--- src/rtl/johnson_phase_decoder_pkg.sv ---
// Shared constants and code helpers for Johnson (twisted-ring) counter
// decoding. The helpers work on a fixed maximum width so that any decoder
// width up to CW_MAX can use them.
package johnson_phase_decoder_pkg;

   localparam int N_DEF  = 2;
   localparam int CW_MAX = 16;
   localparam int KW_MAX = 8;

   typedef struct packed {
      logic              legal;
      logic [KW_MAX-1:0] k;
   } jidx_t;

   // Number of phases of an n-bit Johnson counter.
   function automatic int phase_count(input int n);
      return 2 * n;
   endfunction

   // Width of a binary phase index for an n-bit Johnson counter.
   function automatic int index_width(input int n);
      return $clog2(2 * n);
   endfunction

   // Johnson code for phase k: k ones filling from bit 0, then k-n zeros
   // filling from bit 0.
   function automatic logic [CW_MAX-1:0] johnson_code(input int k, input int n);
      logic [31:0] v;
      if (k <= n)
         v = (32'd1 << k) - 32'd1;
      else
         v = ~((32'd1 << (k - n)) - 32'd1) & ((32'd1 << n) - 32'd1);
      return v[CW_MAX-1:0];
   endfunction

   // Map a code to {legal, k}; k is 0 when the code is illegal.
   function automatic jidx_t johnson_index(input logic [CW_MAX-1:0] code, input int n);
      jidx_t r;
      r = '0;
      for (int k = 0; k < 2 * CW_MAX; k++) begin
         if ((k < 2 * n) && (code == johnson_code(k, n))) begin
            r.legal = 1'b1;
            r.k     = KW_MAX'(k);
         end
      end
      return r;
   endfunction

   // Successor phase, wrapping at p.
   function automatic logic [KW_MAX-1:0] next_phase(input logic [KW_MAX-1:0] k, input int p);
      logic [KW_MAX-1:0] r;
      if (int'(k) >= p - 1)
         r = '0;
      else
         r = k + 1'b1;
      return r;
   endfunction

endpackage

--- src/rtl/johnson_phase_if.sv ---
// Sample/decode bundle between the ring-counter consumer logic and the decoder.
interface johnson_phase_if
   import johnson_phase_decoder_pkg::*;
#(
   parameter int N  = N_DEF,
   parameter int RW = 8
);
   localparam int P  = phase_count(N);
   localparam int IW = index_width(N);

   logic          EN;
   logic          CLR;
   logic [N-1:0]  J;
   logic [P-1:0]  PHASE;
   logic [IW-1:0] IDX;
   logic          VALID;
   logic          STEP_ERR;
   logic          ERR;
   logic [RW-1:0] REV;

   modport master (output EN, CLR, J, input PHASE, IDX, VALID, STEP_ERR, ERR, REV);
   modport slave  (input EN, CLR, J, output PHASE, IDX, VALID, STEP_ERR, ERR, REV);
endinterface

--- src/rtl/johnson_phase_decoder_code_check.sv ---
// Combinational Johnson code classifier: J -> {legal, phase index}.
// Also used by the ring-counter self-test.
module johnson_code_check
   import johnson_phase_decoder_pkg::*;
#(
   parameter int N = N_DEF
)(
   input  logic [N-1:0]              J,
   output logic                      legal,
   output logic [index_width(N)-1:0] k
);
   localparam int IW = index_width(N);

   jidx_t res;

   // Decode against every legal pattern of this width.
   assign res   = johnson_index(CW_MAX'(J), N);
   assign legal = res.legal;
   assign k     = res.k[IW-1:0];

endmodule

--- src/rtl/johnson_phase_decoder.sv ---
// Registered phase decoder and sequence checker for an N-bit Johnson counter.
// Produces a one-hot phase, binary index and revolution count, and flags
// illegal codes and non-adjacent steps.
//
// Sequencing flags (no explicit FSM):
//   sync | meaning
//   0    | no trusted previous phase; next legal code is accepted unchecked
//   1    | IDX holds a trusted phase; next code is step-checked against it
module johnson_phase_decoder
   import johnson_phase_decoder_pkg::*;
#(
   parameter int N  = N_DEF,
   parameter int RW = 8
)(
   input  logic            CLK,
   input  logic            RESET,
   johnson_phase_if.slave  bus
);
   localparam int P  = phase_count(N);
   localparam int IW = index_width(N);

   logic          legal;
   logic [IW-1:0] k;

   logic [P-1:0]  phase_q, phase_n;
   logic [IW-1:0] idx_q, idx_n;
   logic          valid_q, valid_n;
   logic          step_err_q, step_err_n;
   logic          err_q, err_n;
   logic [RW-1:0] rev_q, rev_n;
   logic          sync_q, sync_n;
   logic          new_err;

   johnson_code_check #(.N(N)) u_check (
      .J     (bus.J),
      .legal (legal),
      .k     (k)
   );

   // Next-state: decode the sample, step-check it and update counters.
   always_comb begin
      phase_n = phase_q;
      idx_n   = idx_q;
      valid_n = valid_q;
      rev_n   = rev_q;
      sync_n  = sync_q;
      new_err = 1'b0;
      if (bus.EN) begin
         if (legal) begin
            phase_n = P'(1) << k;
            idx_n   = k;
            valid_n = 1'b1;
            sync_n  = 1'b1;
            if (sync_q && (k != idx_q)) begin
               if (KW_MAX'(k) == next_phase(KW_MAX'(idx_q), P)) begin
                  if (idx_q == IW'(P - 1))
                     rev_n = rev_q + RW'(1);
               end else begin
                  new_err = 1'b1;
               end
            end
         end else begin
            phase_n = '0;
            valid_n = 1'b0;
            sync_n  = 1'b0;
            new_err = 1'b1;
         end
      end
      step_err_n = new_err;
      // A new error outranks a clear in the same cycle.
      if (new_err)
         err_n = 1'b1;
      else if (bus.CLR)
         err_n = 1'b0;
      else
         err_n = err_q;
   end

   // State registers with synchronous reset.
   always_ff @(posedge CLK) begin
      if (RESET) begin
         phase_q    <= '0;
         idx_q      <= '0;
         valid_q    <= 1'b0;
         step_err_q <= 1'b0;
         err_q      <= 1'b0;
         rev_q      <= '0;
         sync_q     <= 1'b0;
      end else begin
         phase_q    <= phase_n;
         idx_q      <= idx_n;
         valid_q    <= valid_n;
         step_err_q <= step_err_n;
         err_q      <= err_n;
         rev_q      <= rev_n;
         sync_q     <= sync_n;
      end
   end

   assign bus.PHASE    = phase_q;
   assign bus.IDX      = idx_q;
   assign bus.VALID    = valid_q;
   assign bus.STEP_ERR = step_err_q;
   assign bus.ERR      = err_q;
   assign bus.REV      = rev_q;

endmodule

--- src/flat_wrapper.sv ---
// flat-port wrapper written by rule: the top's interface ports become plain ports
module johnson_phase_decoder_flat import johnson_phase_decoder_pkg::*;
#(
   parameter int N  = N_DEF,
   parameter int RW = 8
)
  (CLK, RESET, bus_EN, bus_CLR, bus_J, bus_PHASE, bus_IDX, bus_VALID, bus_STEP_ERR, bus_ERR, bus_REV);
  johnson_phase_if #(.N(N), .RW(RW)) bus_i ();
  input  logic CLK;
  input  logic RESET;
  input wire logic [$bits(bus_i.EN)-1:0] bus_EN;
  input wire logic [$bits(bus_i.CLR)-1:0] bus_CLR;
  input wire logic [$bits(bus_i.J)-1:0] bus_J;
  output wire logic [$bits(bus_i.PHASE)-1:0] bus_PHASE;
  output wire logic [$bits(bus_i.IDX)-1:0] bus_IDX;
  output wire logic [$bits(bus_i.VALID)-1:0] bus_VALID;
  output wire logic [$bits(bus_i.STEP_ERR)-1:0] bus_STEP_ERR;
  output wire logic [$bits(bus_i.ERR)-1:0] bus_ERR;
  output wire logic [$bits(bus_i.REV)-1:0] bus_REV;
  assign bus_i.EN = bus_EN;
  assign bus_i.CLR = bus_CLR;
  assign bus_i.J = bus_J;
  assign bus_PHASE = bus_i.PHASE;
  assign bus_IDX = bus_i.IDX;
  assign bus_VALID = bus_i.VALID;
  assign bus_STEP_ERR = bus_i.STEP_ERR;
  assign bus_ERR = bus_i.ERR;
  assign bus_REV = bus_i.REV;
  johnson_phase_decoder #(.N(N), .RW(RW)) u_core (.CLK(CLK), .RESET(RESET), .bus(bus_i));
endmodule
--- config.mk ---
export PLATFORM = sky130hd
export DESIGN_NAME = johnson_phase_decoder_flat
export DESIGN_NICKNAME = d
export VERILOG_FILES = /design/src/rtl/johnson_phase_decoder_pkg.sv /design/src/rtl/johnson_phase_if.sv /design/src/rtl/johnson_phase_decoder_code_check.sv /design/src/rtl/johnson_phase_decoder.sv /design/src/flat_wrapper.sv
export SDC_FILE = /design/constraint.sdc
export NUM_CORES = 1
export LEC_CHECK = 0
export CAP_MARGIN = 10
export CORE_MARGIN = 8
export CORE_UTILIZATION = 49
export DETAILED_ROUTE_END_ITERATION = 8
export PLACE_DENSITY = 0.79
export SLEW_MARGIN = 20
export SYNTH_ARGS = -nofsm -noshare
export SYNTH_HDL_FRONTEND = slang
export SYNTH_HIERARCHICAL = 1
export SYNTH_SLANG_ARGS = --single-unit
export TNS_END_PERCENT = 1
--- constraint.sdc ---
create_clock -name CLK -period 5.9 [get_ports CLK]
set_clock_uncertainty 0.1 [all_clocks]
set_input_delay 1.18 -clock CLK [delete_from_list [all_inputs] [get_ports CLK]]
set_output_delay 1.18 -clock CLK [all_outputs]
set_load 0.05 [all_outputs]
==> results of run 1 <==
## flip-flops by register name (all words and copies together), names as in the netlist
register,count
u_core/bus.REV,8
u_core/bus.IDX,2
u_core/bus.STEP_ERR,1
u_core/bus.ERR,1
u_core/sync_q,1
u_core/bus.PHASE,4
## power by group through the flow
stage                     clock network (mW)  logic, mW  registers [mW]
after CTS                             0.0659     0.0435           0.121
final                                 0.0627     0.0434           0.121
after floorplan                            0     0.0182           0.135
after global routing                  0.0682     0.0471           0.121
after detailed placement                   0     0.0433           0.123
after global placement                     0     0.0423           0.123
## cell usage in the layout, fill, tap and decap left out
cell type and n:
nand2_1 7, xor2_1 1, o31ai_1 4, inv_1 4, or4b_1 1, xnor2_1 3
nand4_1 3, ha_1 5, or4_1 4, or3_2 1, o211ai_1 1, clkbuf_4 3
a21oi_1 11, nand4b_1 2, nor2_1 6, dfxtp_1 17, mux2_2 1, clkbuf_1 1
nor3_1 1, nor3b_1 2, nand3_1 3, o21ai_0 2, nor4_1 1, nand2b_1 6
and2_1 1, clkdlybuf4s50_1 22, mux2i_1 3, or2_1 1
## routing by layer
| layer | up-vias | part of all wire, % |
|---|---|---|
| met3 | 4 | 6.3 |
| met5 | - | 0 |
| li1 | 384 | - |
| met4 | 0 | 1.5 |
| met1 | 346 | 46 |
| met2 | 23 | 46 |
## worst register-to-register path: cells and delay by family, from the launching register on
family / cells / cell delay, ps
AOI/OAI and AO/OA: 1 / 140
xor gates and xnor gates: 1 / 180
adders and majority gates: 1 / 280
DFF: 1 / 420
and+or+nand+nor: 2 / 1200
## final cells by class
cell class                      instances  area, sq um  share of cell area (%)
Clock buffer                            4        26.28                   2.414
Sequential cell                        17        340.3                   31.26
Timing Repair Buffer                   22        220.2                   20.23
Tap cell                               17        21.27                   1.954
Inverter                                4        15.01                   1.379
Multi-Input combinational cell         70        465.4                   42.76
## logic make-up (layout without fill, tap and decap cells)
family / after synthesis / after routing / synth area share, %
adders and majority gates: 5 / 5 / 7.396
muxes: 4 / 4 / 4.882
xor gates and xnor gates: 4 / 4 / 4.143
DFF: 17 / 17 / 40.24
AOI/OAI and AO/OA: 18 / 18 / 12.13
buffers and inverters: 10 / 30 / 4.733
and+or+nand+nor: 39 / 39 / 26.48
## through the flow
stage	std cells	hold WS, ps	cell area [sq um]	worst slack, ps	total power, mW
4_1_cts	134	383.5	1089	2235	0.2302
3_5_place_dp	130	364.7	1062	1923	0.1666
3_3_place_gp	130	356.8	1062	2007	0.1656
6_report	134	379.7	1089	2217	0.2268
5_1_grt	134	407.4	1089	2047	0.2365
2_1_floorplan	97	591.0	845.8	2546	0.1531
## worst paths after layout
kind	from	endpoint	slack (ps)	cells after the start
hold / removal	u_core/bus.PHASE[1]	u_core/bus.PHASE[1]	380	2
hold reg to reg	u_core/bus.PHASE[1]	u_core/bus.PHASE[1]	380	2
setup reg to reg	u_core/bus.IDX[0]	u_core/bus.REV[7]	3510	5
setup / recovery	bus_J[0]	u_core/bus.REV[7]	2220	8
==> metrics.yaml, run 1 <==
finish:
  post-route-util_pct: 65.17
  drive_gt1_share_pct: 4.274
  syn2layout_area_growth_pct: 28.70
  nNetsFinal: 129
  fillerInstances: 140
  n_antenna_cell: 0
die:
  die_w_um: 57.55
  rows: 15
  core_sq_um: 1670
  die_y_um: 57.55
  io_pins: 23
  dieArea_sq_um: 3311
  start_util_pct: 50.64
grt:
  grt-ovfl-total: 0
  track_usage_pct: 11.97
  grtUsageMet1_pct: 13.92
  antenna_found_initial: 0
  grt_max_degree: 18
  grt_pass1_wl_um: 3201
  grt.met3_usage_pct: 3.363
  grt_pass1_vias: 720
  top_usage_layer: "met2"
  grtUsageMet2_pct: 18.65
clock_network:
  holdBufCountCts: 0
  cts_sinks: 17
  cts_buffer_depth: 2
  insertion_delay_ps: 290
  root_buffer: "clkbuf_4"
  post_cts_buffers: 0
  cts_resized: 0
  clk_pin_slew_ps: 90
  cts_max_level: 1
  cts_buffers: 3
  cts_tree: "yes"
pwr:
  swShare_pct: 29.08
  power_frac_comb_pct: 19.1
  cellLeakagePower_nw: 0.3768
  p_per_area_nw_per_um2: 208.4
  p_sw_mw: 0.06595
  seqPwrFrac_pct: 53.2
  p_int_mw: 0.1609
  ir_worst_vdd_mv: 0.1449
  clkPwrFrac_pct: 27.7
timing:
  period_share_pct: 62.43
  tns_ps: 0
  tightest_slew_ps: 599.8
  period_needed_ps: 3683
  setup_violations: 0
  max_freq_mhz: 271.5
  maxSlewViolCount: 0
  rsz0062_at_grt: "false"
  finalHoldViolCount: 0
  slew_headroom_pct: 59.89
synth:
  syn-num-nets: 108
  yosysMostFrequentCell: "dfxtp_1"
  synth-seq-area-share_pct: 40.24
  ys_ff_latch: 17
  synth_area_sq_um: 845.8
  synth_cell_type_count: 27
  yosysWarningCount: 6
  synth_commonest_cells: "dfxtp_1 (17), a21oi_1 (11), nand2_1 (7), nand2b_1 (6), nor2_1 (6)"
  async_flop_share_pct: 0
  synth.area.top_cells: "dfxtp_1 (40%), ha_1 (7.4%), a21oi_1 (6.5%), nand2b_1 (4.4%), mux2i_1 (3.6%)"
  synth_edf_count: 0
  synth_cells: 97
  synth_top_area_share_pct: 40.24
  synth_top_area_cell: "dfxtp_1"
  synthFlopType: "dfxtp_1"
  synth_area_per_cell_sq_um: 8.720
critical_path:
  path_cells: "clkdlybuf4s50_1, inv_1, ha_1, or2_1, xor2_1, or4b_1, or4_1, a21oi_1"
  crit_required_ps: 6020
  crit_buf_inv: 2
  worstPathArrival_ps: 3800
  critPathMaxStageDelay_ps: 680
  start_kind: "input pin"
  crit_type: "in2reg"
  cpMaxStageDelayCell: "or4b_1"
  cp_max_fo: 10
  cp-end-kind: "register"
  cpLargestDelayFamily: "simple AND/OR/NAND/NOR gates"
drt:
  vias_per_cell: 5.649
  vias: 757
  ant_nets: 0
  first_pass_iters: 4
  drc: 0
  routedWlPerCell_um: 14.19
  first_iter_violations: 25
  routed_wl_um: 1901
place:
  io_buffers: 22
  post-dp-hpwl_um: 1369
  gp_congestion: 0.7743
job:
  cap_violations: 0
min_path:
  worstHoldPathType: "reg2reg"
run_status:
  status: "finished clean"
(Power assumes the default switching activity.)
==> run 2: changes to the inputs <==
- CORE_UTILIZATION: 49 -> 46
- PLACE_DENSITY: 0.79 -> 0.75
- clock period: 5.9 -> 3.7 ns (I/O delays scaled with it)
==> run 2 against run 1 <==
Net effect:
- utilization shrank 0.24 points
- via count shrank 0.13%
- combinational power grew 66%
- die area grew 4.7%
- register-to-register slack lost 2200 ps
- sequential power grew 59%
- sequential cell count is the same
- cell count grew 8.2%
- worst setup slack lost 1800 ps
- hold slack lost 12 ps
- wire length shrank 2.5%
- non-clock buffer count grew 3
- largest cell class unchanged
==> metrics.yaml, run 2 (synthesis gave the netlist of run 1 again) <==
run_status:
  status: "finished clean"
clock_network:
  holdBufCountCts: 0
  cts_buffer_depth: 2
  cts_tree: "yes"
  insertion_delay_ps: 280
  clk_pin_slew_ps: 100
  cts_max_level: 1
  root_buffer: "clkbuf_4"
  post_cts_buffers: 0
  cts_resized: 0
  cts_buffers: 3
  cts_sinks: 17
critical_path:
  critPathMaxStageDelay_ps: 670
  crit_buf_inv: 2
  cp_max_fo: 10
  path_cells: "clkdlybuf4s50_1, inv_1, ha_1, or2_1, xor2_1, or4b_1, or4_1, a21oi_1"
  regToRegSetupSlack_ps: 1330
  cp-end-kind: "register"
  cpMaxStageDelayCell: "or4b_1"
  worstPathArrival_ps: 3360
  cpLargestDelayFamily: "simple AND/OR/NAND/NOR gates"
  start_kind: "input pin"
  crit_required_ps: 3820
  crit_type: "in2reg"
finish:
  nNetsFinal: 132
  most-common-layout-cells: "clkdlybuf4s50_1 (22), dfxtp_1 (17), a21oi_1 (11)"
  largest_register_ff_count: 8
  postLayoutCellArea_sq_um: 1121
  layout_commonest_cell: "clkdlybuf4s50_1"
  drive_gt1_share_pct: 6.667
  n_antenna_cell: 0
  stdcell_count: 145
  post-route-util_pct: 64.93
  syn2layout_area_growth_pct: 32.54
place:
  pre_cts_slack_ps: 196.3
  place_inst: 141
  place_area_sq_um: 1095
  gp_congestion: 0.7984
  post-dp-hpwl_um: 1359
  io_buffers: 22
drt:
  vias_per_cell: 5.214
  met3_length_um: 116
  met1_length_um: 870
  routedWlPerCell_um: 12.79
  vias: 756
  routed_wl_um: 1854
  ant_nets: 0
  top_layer_used: "met4"
  first_iter_violations: 10
  drc: 0
  route.met2.wl_um: 854
  first_pass_iters: 4
timing:
  maxSlewViolCount: 0
  tightest_slew_ps: 512.0
  setup_violations: 0
  worst_slack_ps: 464.5
  tns_ps: 0
  fin_hold_ws_ps: 368.1
  rsz0062_at_grt: "false"
  max_freq_mhz: 309.1
  slew_headroom_pct: 65.76
  finalHoldViolCount: 0
  period_needed_ps: 3236
  period_share_pct: 87.45
die:
  die_y_um: 58.88
  rows: 15
  core_sq_um: 1727
  io_pins: 23
  dieArea_sq_um: 3467
  die_w_um: 58.88
  start_util_pct: 48.99
pwr:
  cellLeakagePower_nw: 0.3908
  p_total_mw: 0.3623
  p_per_area_nw_per_um2: 323.2
  ir_worst_vdd_mv: 0.2382
job:
  cap_violations: 0
grt:
  grt_max_degree: 18
  grt_pass1_wl_um: 3167
  antenna_found_initial: 0
  track_usage_pct: 11.35
  grt_pass1_vias: 739
  grt-ovfl-total: 0
min_path:
  worstHoldPathType: "reg2reg"
run 2: final timing paths:
check | depth (start not counted) | start | to
setup / recovery | 8 | bus_J[0] | u_core/bus.REV[5]
hold reg to reg | 2 | u_core/bus.PHASE[3] | u_core/bus.PHASE[3]
hold / removal | 2 | u_core/bus.PHASE[3] | u_core/bus.PHASE[3]
setup reg to reg | 5 | u_core/bus.IDX[0] | u_core/bus.REV[5]
run 2: layout make-up:
class	instances	area (sq um)
fill	150	605.6
multi-input combinational	70	465.4
sequential	17	340.3
timing repair buffer	25	242.7
tap	25	31.28
clock buffer	4	26.28
inverter	4	15.01
run 2: power breakdown:
group | leakage (nW) | internal [mW] | switching (mW)
clock network | 0.0150 | 0.0418 | 0.0561
logic | 0.238 | 0.0282 | 0.0439
registers | 0.138 | 0.188 | 0.00389
total | 0.391 | 0.258 | 0.104
run 2: worst register-to-register path: stages, from the launching register on:
cell     delay [ps]
dfxtp_1         360
ha_1            340
xor2_1          170
or4b_1          670
or4_1           520
a21oi_1         150
run 2: layer usage:
metal	vias to the layer above	GRT usage, %
li1	390	-
met1	342	13.93
met2	22	17.60
met3	2	3.913
met4	0	4.437
met5	-	0
